$ cat src/rtl/mult_div_if.sv
// Handshake and result bundle between the control unit and mult_div_unit.
//   master: control side. It drives the start requests, signedness and operands,
//           and receives the results and status.
//   slave : mult_div_unit side. It receives the requests and drives hi/lo, busy
//           and the done/zero status pulses.
interface mult_div_if #(
  parameter int WIDTH = 32
);
  logic             start_mult;
  logic             start_div;
  logic             signed_op;
  logic [WIDTH-1:0] op_a;
  logic [WIDTH-1:0] op_b;
  logic [WIDTH-1:0] hi;
  logic [WIDTH-1:0] lo;
  logic             busy;
  logic             mult_done;
  logic             div_done;
  logic             div_zero;

  modport master (
    output start_mult, start_div, signed_op, op_a, op_b,
    input  hi, lo, busy, mult_done, div_done, div_zero
  );

  modport slave (
    input  start_mult, start_div, signed_op, op_a, op_b,
    output hi, lo, busy, mult_done, div_done, div_zero
  );
endinterface

$ cat src/rtl/mult_div_unit.sv
// Iterative multiply/divide unit that feeds the HI/LO registers. Each operation
// resolves one bit per clock.
//   clk, reset_in : clock and synchronous active-high reset
//   bus (slave)   : start_mult/start_div/signed_op/op_a/op_b in;
//                   hi/lo results, busy, and the mult_done/div_done/div_zero
//                   pulses out
// Multiply  : shift-add on a 2*WIDTH accumulator, with {hi,lo} = product.
// Divide    : restoring division, with lo = quotient and hi = remainder.
// Signed operations run on magnitudes. The result signs are restored in FIX.
module mult_div_unit #(
  parameter int WIDTH = 32
) (
  input  logic        clk,
  input  logic        reset_in,
  mult_div_if.slave   bus
);

  localparam int CNT_W = $clog2(WIDTH + 1);

  typedef enum logic [1:0] {IDLE, RUN, FIX} state_t;

  state_t             state, state_nxt;
  logic [CNT_W-1:0]   cnt;
  logic               is_div;
  logic               neg_q;      // product or quotient must be negated
  logic               neg_r;      // remainder must be negated
  logic [WIDTH-1:0]   mcand;      // multiplicand or divisor magnitude
  logic [2*WIDTH-1:0] acc;        // product accumulator, or {unused, dividend/quotient}
  logic [WIDTH:0]     rem;        // partial remainder

  logic [WIDTH-1:0]   hi_r, lo_r;
  logic               mult_done_r, div_done_r, div_zero_r;

  logic signed [WIDTH-1:0] a_s, b_s;
  logic               a_neg, b_neg;
  logic               go_mult, go_div, go_zero;

  logic [WIDTH:0]     mul_sum;
  logic [WIDTH:0]     div_shift;
  logic [WIDTH:0]     div_diff;
  logic [2*WIDTH-1:0] prod_fix;

  function automatic logic [WIDTH-1:0] negate_w(input logic [WIDTH-1:0] v);
    return ~v + WIDTH'(1);
  endfunction

  function automatic logic [2*WIDTH-1:0] negate_2w(input logic [2*WIDTH-1:0] v);
    return ~v + (2*WIDTH)'(1);
  endfunction

  // The magnitude of the most-negative value keeps the same bit pattern. That
  // pattern is the correct unsigned magnitude 2^(WIDTH-1).
  function automatic logic [WIDTH-1:0] magnitude(input logic [WIDTH-1:0] v, input logic neg);
    return neg ? negate_w(v) : v;
  endfunction

  assign a_s   = bus.op_a;
  assign b_s   = bus.op_b;
  assign a_neg = bus.signed_op && (a_s < 0);
  assign b_neg = bus.signed_op && (b_s < 0);

  // Multiply has priority over divide. All requests are ignored while busy.
  assign go_mult = (state == IDLE) && bus.start_mult;
  assign go_div  = (state == IDLE) && !bus.start_mult && bus.start_div && (bus.op_b != '0);
  assign go_zero = (state == IDLE) && !bus.start_mult && bus.start_div && (bus.op_b == '0);

  always_comb begin
    mul_sum   = {1'b0, acc[2*WIDTH-1:WIDTH]} + (acc[0] ? {1'b0, mcand} : '0);
    div_shift = {rem[WIDTH-1:0], acc[WIDTH-1]};
    div_diff  = div_shift - {1'b0, mcand};
    prod_fix  = neg_q ? negate_2w(acc) : acc;
  end

  // ---- state register ----
  always_ff @(posedge clk) begin
    if (reset_in) state <= IDLE;
    else          state <= state_nxt;
  end

  always_comb begin
    state_nxt = state;
    case (state)
      IDLE: if (go_mult || go_div) state_nxt = RUN;
      RUN:  if (cnt == CNT_W'(1))  state_nxt = FIX;
      FIX:  state_nxt = IDLE;
      default: state_nxt = IDLE;
    endcase
  end

  // ---- control and result registers ----
  always_ff @(posedge clk) begin
    if (reset_in) begin
      cnt         <= '0;
      hi_r        <= '0;
      lo_r        <= '0;
      mult_done_r <= 1'b0;
      div_done_r  <= 1'b0;
      div_zero_r  <= 1'b0;
    end else begin
      mult_done_r <= 1'b0;
      div_done_r  <= 1'b0;
      div_zero_r  <= 1'b0;
      case (state)
        IDLE: begin
          if (go_mult || go_div) cnt <= CNT_W'(WIDTH);
          if (go_zero) begin
            div_done_r <= 1'b1;
            div_zero_r <= 1'b1;
          end
        end
        RUN: cnt <= cnt - CNT_W'(1);
        FIX: begin
          if (is_div) begin
            lo_r       <= neg_q ? negate_w(acc[WIDTH-1:0]) : acc[WIDTH-1:0];
            hi_r       <= neg_r ? negate_w(rem[WIDTH-1:0]) : rem[WIDTH-1:0];
            div_done_r <= 1'b1;
          end else begin
            hi_r        <= prod_fix[2*WIDTH-1:WIDTH];
            lo_r        <= prod_fix[WIDTH-1:0];
            mult_done_r <= 1'b1;
          end
        end
        default: ;
      endcase
    end
  end

  // ---- iteration datapath ----
  always_ff @(posedge clk) begin
    if (go_mult) begin
      is_div <= 1'b0;
      neg_q  <= a_neg ^ b_neg;
      neg_r  <= 1'b0;
      mcand  <= magnitude(bus.op_a, a_neg);
      acc    <= {{WIDTH{1'b0}}, magnitude(bus.op_b, b_neg)};
      rem    <= '0;
    end else if (go_div) begin
      is_div <= 1'b1;
      neg_q  <= a_neg ^ b_neg;
      neg_r  <= a_neg;
      mcand  <= magnitude(bus.op_b, b_neg);
      acc    <= {{WIDTH{1'b0}}, magnitude(bus.op_a, a_neg)};
      rem    <= '0;
    end else if (state == RUN) begin
      if (!is_div) begin
        acc <= {mul_sum, acc[WIDTH-1:1]};
      end else begin
        // Restore the remainder when the trial subtraction goes negative.
        rem <= div_diff[WIDTH] ? div_shift : div_diff;
        acc <= {acc[2*WIDTH-1:WIDTH], acc[WIDTH-2:0], ~div_diff[WIDTH]};
      end
    end
  end

  assign bus.hi        = hi_r;
  assign bus.lo        = lo_r;
  assign bus.busy      = (state != IDLE);
  assign bus.mult_done = mult_done_r;
  assign bus.div_done  = div_done_r;
  assign bus.div_zero  = div_zero_r;

endmodule
$ cat src/flat_wrapper.sv
// flat-port wrapper written by rule: the top's interface ports become plain ports
module mult_div_unit_flat 
#(
  parameter int WIDTH = 32
)
  (clk, reset_in, bus_start_mult, bus_start_div, bus_signed_op, bus_op_a, bus_op_b, bus_hi, bus_lo, bus_busy, bus_mult_done, bus_div_done, bus_div_zero);
  mult_div_if #(.WIDTH(WIDTH)) bus_i ();
  input  logic clk;
  input  logic reset_in;
  input wire logic [$bits(bus_i.start_mult)-1:0] bus_start_mult;
  input wire logic [$bits(bus_i.start_div)-1:0] bus_start_div;
  input wire logic [$bits(bus_i.signed_op)-1:0] bus_signed_op;
  input wire logic [$bits(bus_i.op_a)-1:0] bus_op_a;
  input wire logic [$bits(bus_i.op_b)-1:0] bus_op_b;
  output wire logic [$bits(bus_i.hi)-1:0] bus_hi;
  output wire logic [$bits(bus_i.lo)-1:0] bus_lo;
  output wire logic [$bits(bus_i.busy)-1:0] bus_busy;
  output wire logic [$bits(bus_i.mult_done)-1:0] bus_mult_done;
  output wire logic [$bits(bus_i.div_done)-1:0] bus_div_done;
  output wire logic [$bits(bus_i.div_zero)-1:0] bus_div_zero;
  assign bus_i.start_mult = bus_start_mult;
  assign bus_i.start_div = bus_start_div;
  assign bus_i.signed_op = bus_signed_op;
  assign bus_i.op_a = bus_op_a;
  assign bus_i.op_b = bus_op_b;
  assign bus_hi = bus_i.hi;
  assign bus_lo = bus_i.lo;
  assign bus_busy = bus_i.busy;
  assign bus_mult_done = bus_i.mult_done;
  assign bus_div_done = bus_i.div_done;
  assign bus_div_zero = bus_i.div_zero;
  mult_div_unit #(.WIDTH(WIDTH)) u_core (.clk(clk), .reset_in(reset_in), .bus(bus_i));
endmodule
$ cat config.mk
export PLATFORM = sky130hd
export DESIGN_NAME = mult_div_unit_flat
export DESIGN_NICKNAME = d
export VERILOG_FILES = /design/src/rtl/mult_div_if.sv /design/src/rtl/mult_div_unit.sv /design/src/flat_wrapper.sv
export SDC_FILE = /design/constraint.sdc
export NUM_CORES = 1
export LEC_CHECK = 0
export CAP_MARGIN = 20
export CORE_ASPECT_RATIO = 0.6
export CORE_MARGIN = 2
export CORE_UTILIZATION = 47
export DETAILED_ROUTE_END_ITERATION = 16
export GPL_ROUTABILITY_DRIVEN = 0
export PLACE_DENSITY = 0.78
export REMOVE_ABC_BUFFERS = 1
export SLEW_MARGIN = 20
export SYNTH_ARGS = -nofsm -noshare
export SYNTH_HDL_FRONTEND = slang
export SYNTH_SLANG_ARGS = --single-unit
$ cat constraint.sdc
create_clock -name clk -period 11.5 [get_ports clk]
set_input_delay 2.3 -clock clk [delete_from_list [all_inputs] [get_ports clk]]
set_output_delay 2.3 -clock clk [all_outputs]
set_load 0.1 [all_outputs]
==> results.sh <==
export IMPL_outcome="complete, no violations"
export IMPL_p_sw_uw=967
export IMPL_drt_total_wl_mm=48.0
export IMPL_synth_edf_count=65
export IMPL_io_buffers=136
export IMPL_maxSlewHeadroom_pct=28.1
export IMPL_power_mw=2.57
export IMPL_hpwlAfterDp_mm=35.5
export IMPL_die_y_um=144
export IMPL_grt_overflow_total=0
export IMPL_tightest_slew_ns=1.08
export IMPL_seq_power_share_pct=37.5
export IMPL_layout_drive_gt1_share_pct=5.30
export IMPL_fill_cells=2919
export IMPL_dr_pass1_iters=7
export IMPL_place_area_mm2=0.0169
export IMPL_n_antenna_cell=0
export IMPL_htreeDepth=1
export IMPL_post_cts_resized=0
export IMPL_rsz0062_at_grt="no"
export IMPL_whs_path_depth=2
export IMPL_rows=51
export IMPL_ios=137
export IMPL_final_antenna_net_count=0
export IMPL_ys_seq_area_share_pct=31.2
export IMPL_viasPerCell=6.19
export IMPL_p_int_mw=1.60
export IMPL_timing_fmax_mhz=165
export IMPL_synth_top_area_share_pct=18.4
export IMPL_async_flop_share_pct=0
export IMPL_slowest_delay_ns=0.71
export IMPL_nets=2105
export IMPL_dieArea_mm2=0.0341
export IMPL_cts_hold_buf=0
export IMPL_yosysMostFrequentCell="nand2_1"
export IMPL_clock_skew_final_ns=0.0110
export IMPL_pwr_share_clk_pct=27.9
export IMPL_setup_viol=0
export IMPL_crit_path_frequent_cell="buf_4"
export IMPL_tritoncts="done"
export IMPL_gr_usage_all_layers_pct=27.5
export IMPL_irDropWorstVdd_v=0.0000945
export IMPL_power_leakage_nw=6.99
export IMPL_worst_path_stages=14
export IMPL_yosysWarnings=0
export IMPL_switching_share_pct=37.6
export IMPL_drc_errors=0
export IMPL_hold_path_class="register to register"
export IMPL_ys_dominant_reg_cell="dfxtp_1"
export IMPL_cts_sinks=206
export IMPL_synth_commonest_cells="nand2_1 (215), o21ai_0 (177), nor2_1 (147), a21oi_1 (144), dfxtp_1 (141)"
export IMPL_fin_util_pct=54.6
export IMPL_clockBufferDepth=3
export IMPL_combPwrFrac_pct=34.6
export IMPL_clock_latency_ns=0.53
export IMPL_p_per_area_mw_per_mm2=146
export IMPL_setup_tns_final_ns=0
export IMPL_start_kind="primary input"
export IMPL_vias=14877
export IMPL_crit_family="simple AND/OR/NAND/NOR gates"
export IMPL_period_share_pct=52.7
export IMPL_grt_max_degree=102
export IMPL_synthesis_area_mm2=0.0153
export IMPL_r2r_worst_path_cells=15
export IMPL_cpMaxStageDelayCell="nor4_1"
export IMPL_wire_per_inst_um=20.0
export IMPL_core_mm2=0.0323
export IMPL_crit_buf_inv=6
export IMPL_synthCells=1889
export IMPL_cts_root_buf="clkbuf_16"
export IMPL_synth_area_top_cells="dfxtp_1 (18%), edfxtp_1 (13%), xor2_1 (6.5%)"
export IMPL_end_kind="register"
export IMPL_clk_pin_slew_ns=0.06
export IMPL_yosysTopAreaCell="dfxtp_1"
export IMPL_syn2layout_area_growth_pct=15.0
export IMPL_ys_ff_latch=206
export IMPL_cts_setup_buffers=0
export IMPL_max_cap_violations=0
export IMPL_instances_no_fill=2404
export IMPL_initialDrtViolationCount=1926
export IMPL_drv_slew=0
export IMPL_crit_chain="clkdlybuf4s50_1 > or4_1 > nor4_1 > nor3b_1 > buf_4 > nand3_1 > nor4_1 > o21a_1 > buf_4 > inv_2 > nor2_1 > inv_1 > buf_4 > a311oi_1"
export IMPL_grt_pass1_vias=13528
export IMPL_grt_pass1_wl_mm=74.7
export IMPL_cp_data_required_time_ns=11.93
export IMPL_place_inst=2363
export IMPL_postSynthAreaPerCell_um2=8.11
export IMPL_ys_types=76
export IMPL_critical_path_class="primary input to register"
export IMPL_start_util_pct=47.4
export IMPL_worst_path_max_fanout=48
export IMPL_finalInstanceArea_mm2=0.0176
export IMPL_arrival_ns=6.49
export IMPL_antenna_found_initial=1
export IMPL_cts_inserted_buffers=22
export IMPL_fin_crit_ns=6.05
export IMPL_die_w_um=237
export IMPL_hold_violations=0
-- cells by family (layout without fill, tap and decap cells) --
family / count (synthesis) / count (layout) / share of synthesized area [%]
compound gates: 579 / 579 / 23.6
xor+xnor: 208 / 208 / 11.9
fa+ha+maj: 72 / 72 / 5.98
buf+inv: 174 / 265 / 4.88
flops: 206 / 206 / 31.2
mux: 79 / 79 / 5.35
simple gates: 571 / 571 / 17.2
-- flip-flops by register name (all words and copies together), names as in the netlist, 2 cells and up --
name	flops
u_core.rem	32
u_core.bus.lo	32
u_core.cnt	6
u_core.acc	64
u_core.mcand	32
u_core.state	2
u_core.bus.hi	32
-- per-layer routing --
layer / GRT usage [%] / wire [µm] / up-vias
li1: - / - / 6969
met1: 41.1 / 21700 / 6988
met2: 39.7 / 19500 / 812
met3: 5.78 / 5400 / 108
met4: 7.65 / 1380 / 0
met5: 0 / 0 / -
-- worst min-delay path, stage by stage, from the launching register on --
cell	delay (ns)
dfxtp_1	0.32
nand2_1	0.05
o21ai_0	0.05
-- placed cells by master (no fill, tap or decap), types with 31 or more instances in the layout --
cell | synthesis | final
ha_1 | 70 | 70
nor2_1 | 147 | 144
nand3_1 | 52 | 52
clkdlybuf4s50_1 | 0 | 135
dfxtp_1 | 141 | 140
xnor2_1 | 94 | 93
o31ai_1 | 31 | 31
o21ai_0 | 177 | 177
nor3_1 | 32 | 31
a211oi_1 | 46 | 46
o211ai_1 | 36 | 36
inv_1 | 66 | 66
nand2_1 | 215 | 214
a21o_1 | 41 | 41
mux2i_1 | 56 | 56
xor2_1 | 114 | 114
edfxtp_1 | 65 | 65
a21oi_1 | 144 | 144
-- metrics by stage --
stage	hold WS, ns	worst slack, ns
after floorplan	0.443	3.72
after global placement	0.434	5.25
after detailed placement	0.441	5.15
after CTS	0.455	5.67
after global routing	0.485	5.08
final	0.450	5.45
-- final cells by class --
type,instances,area (µm²),share of cell area (%)
Clock inverter,6,56.3,0.320
Timing Repair Buffer,158,1530,8.68
Sequential cell,206,4780,27.1
Tap cell,424,531,3.01
Inverter,67,251,1.43
Clock buffer,34,637,3.61
Multi-Input combinational cell,1509,9840,55.8
-- power by group through the flow --
stage,clock network [mW],registers [mW],logic (mW)
floorplan,0,0.964,0.616
global placement,0,0.969,0.836
detailed placement,0,0.975,0.858
CTS,0.722,0.959,0.867
global route,0.754,0.973,0.976
finish,0.716,0.964,0.890
-- final timing paths --
path | slack (ns) | startpoint | to
worst min register to register | 0.45 | u_core.bus.hi[7] | u_core.bus.hi[7]
worst max register to register | 6.89 | u_core.acc[31] | u_core.acc[0]
worst max-delay path | 5.45 | bus_op_b[6] | u_core.cnt[4]
worst min-delay path | 0.45 | u_core.bus.hi[7] | u_core.bus.hi[7]
Note: power is estimated with default switching activity, not from simulation.
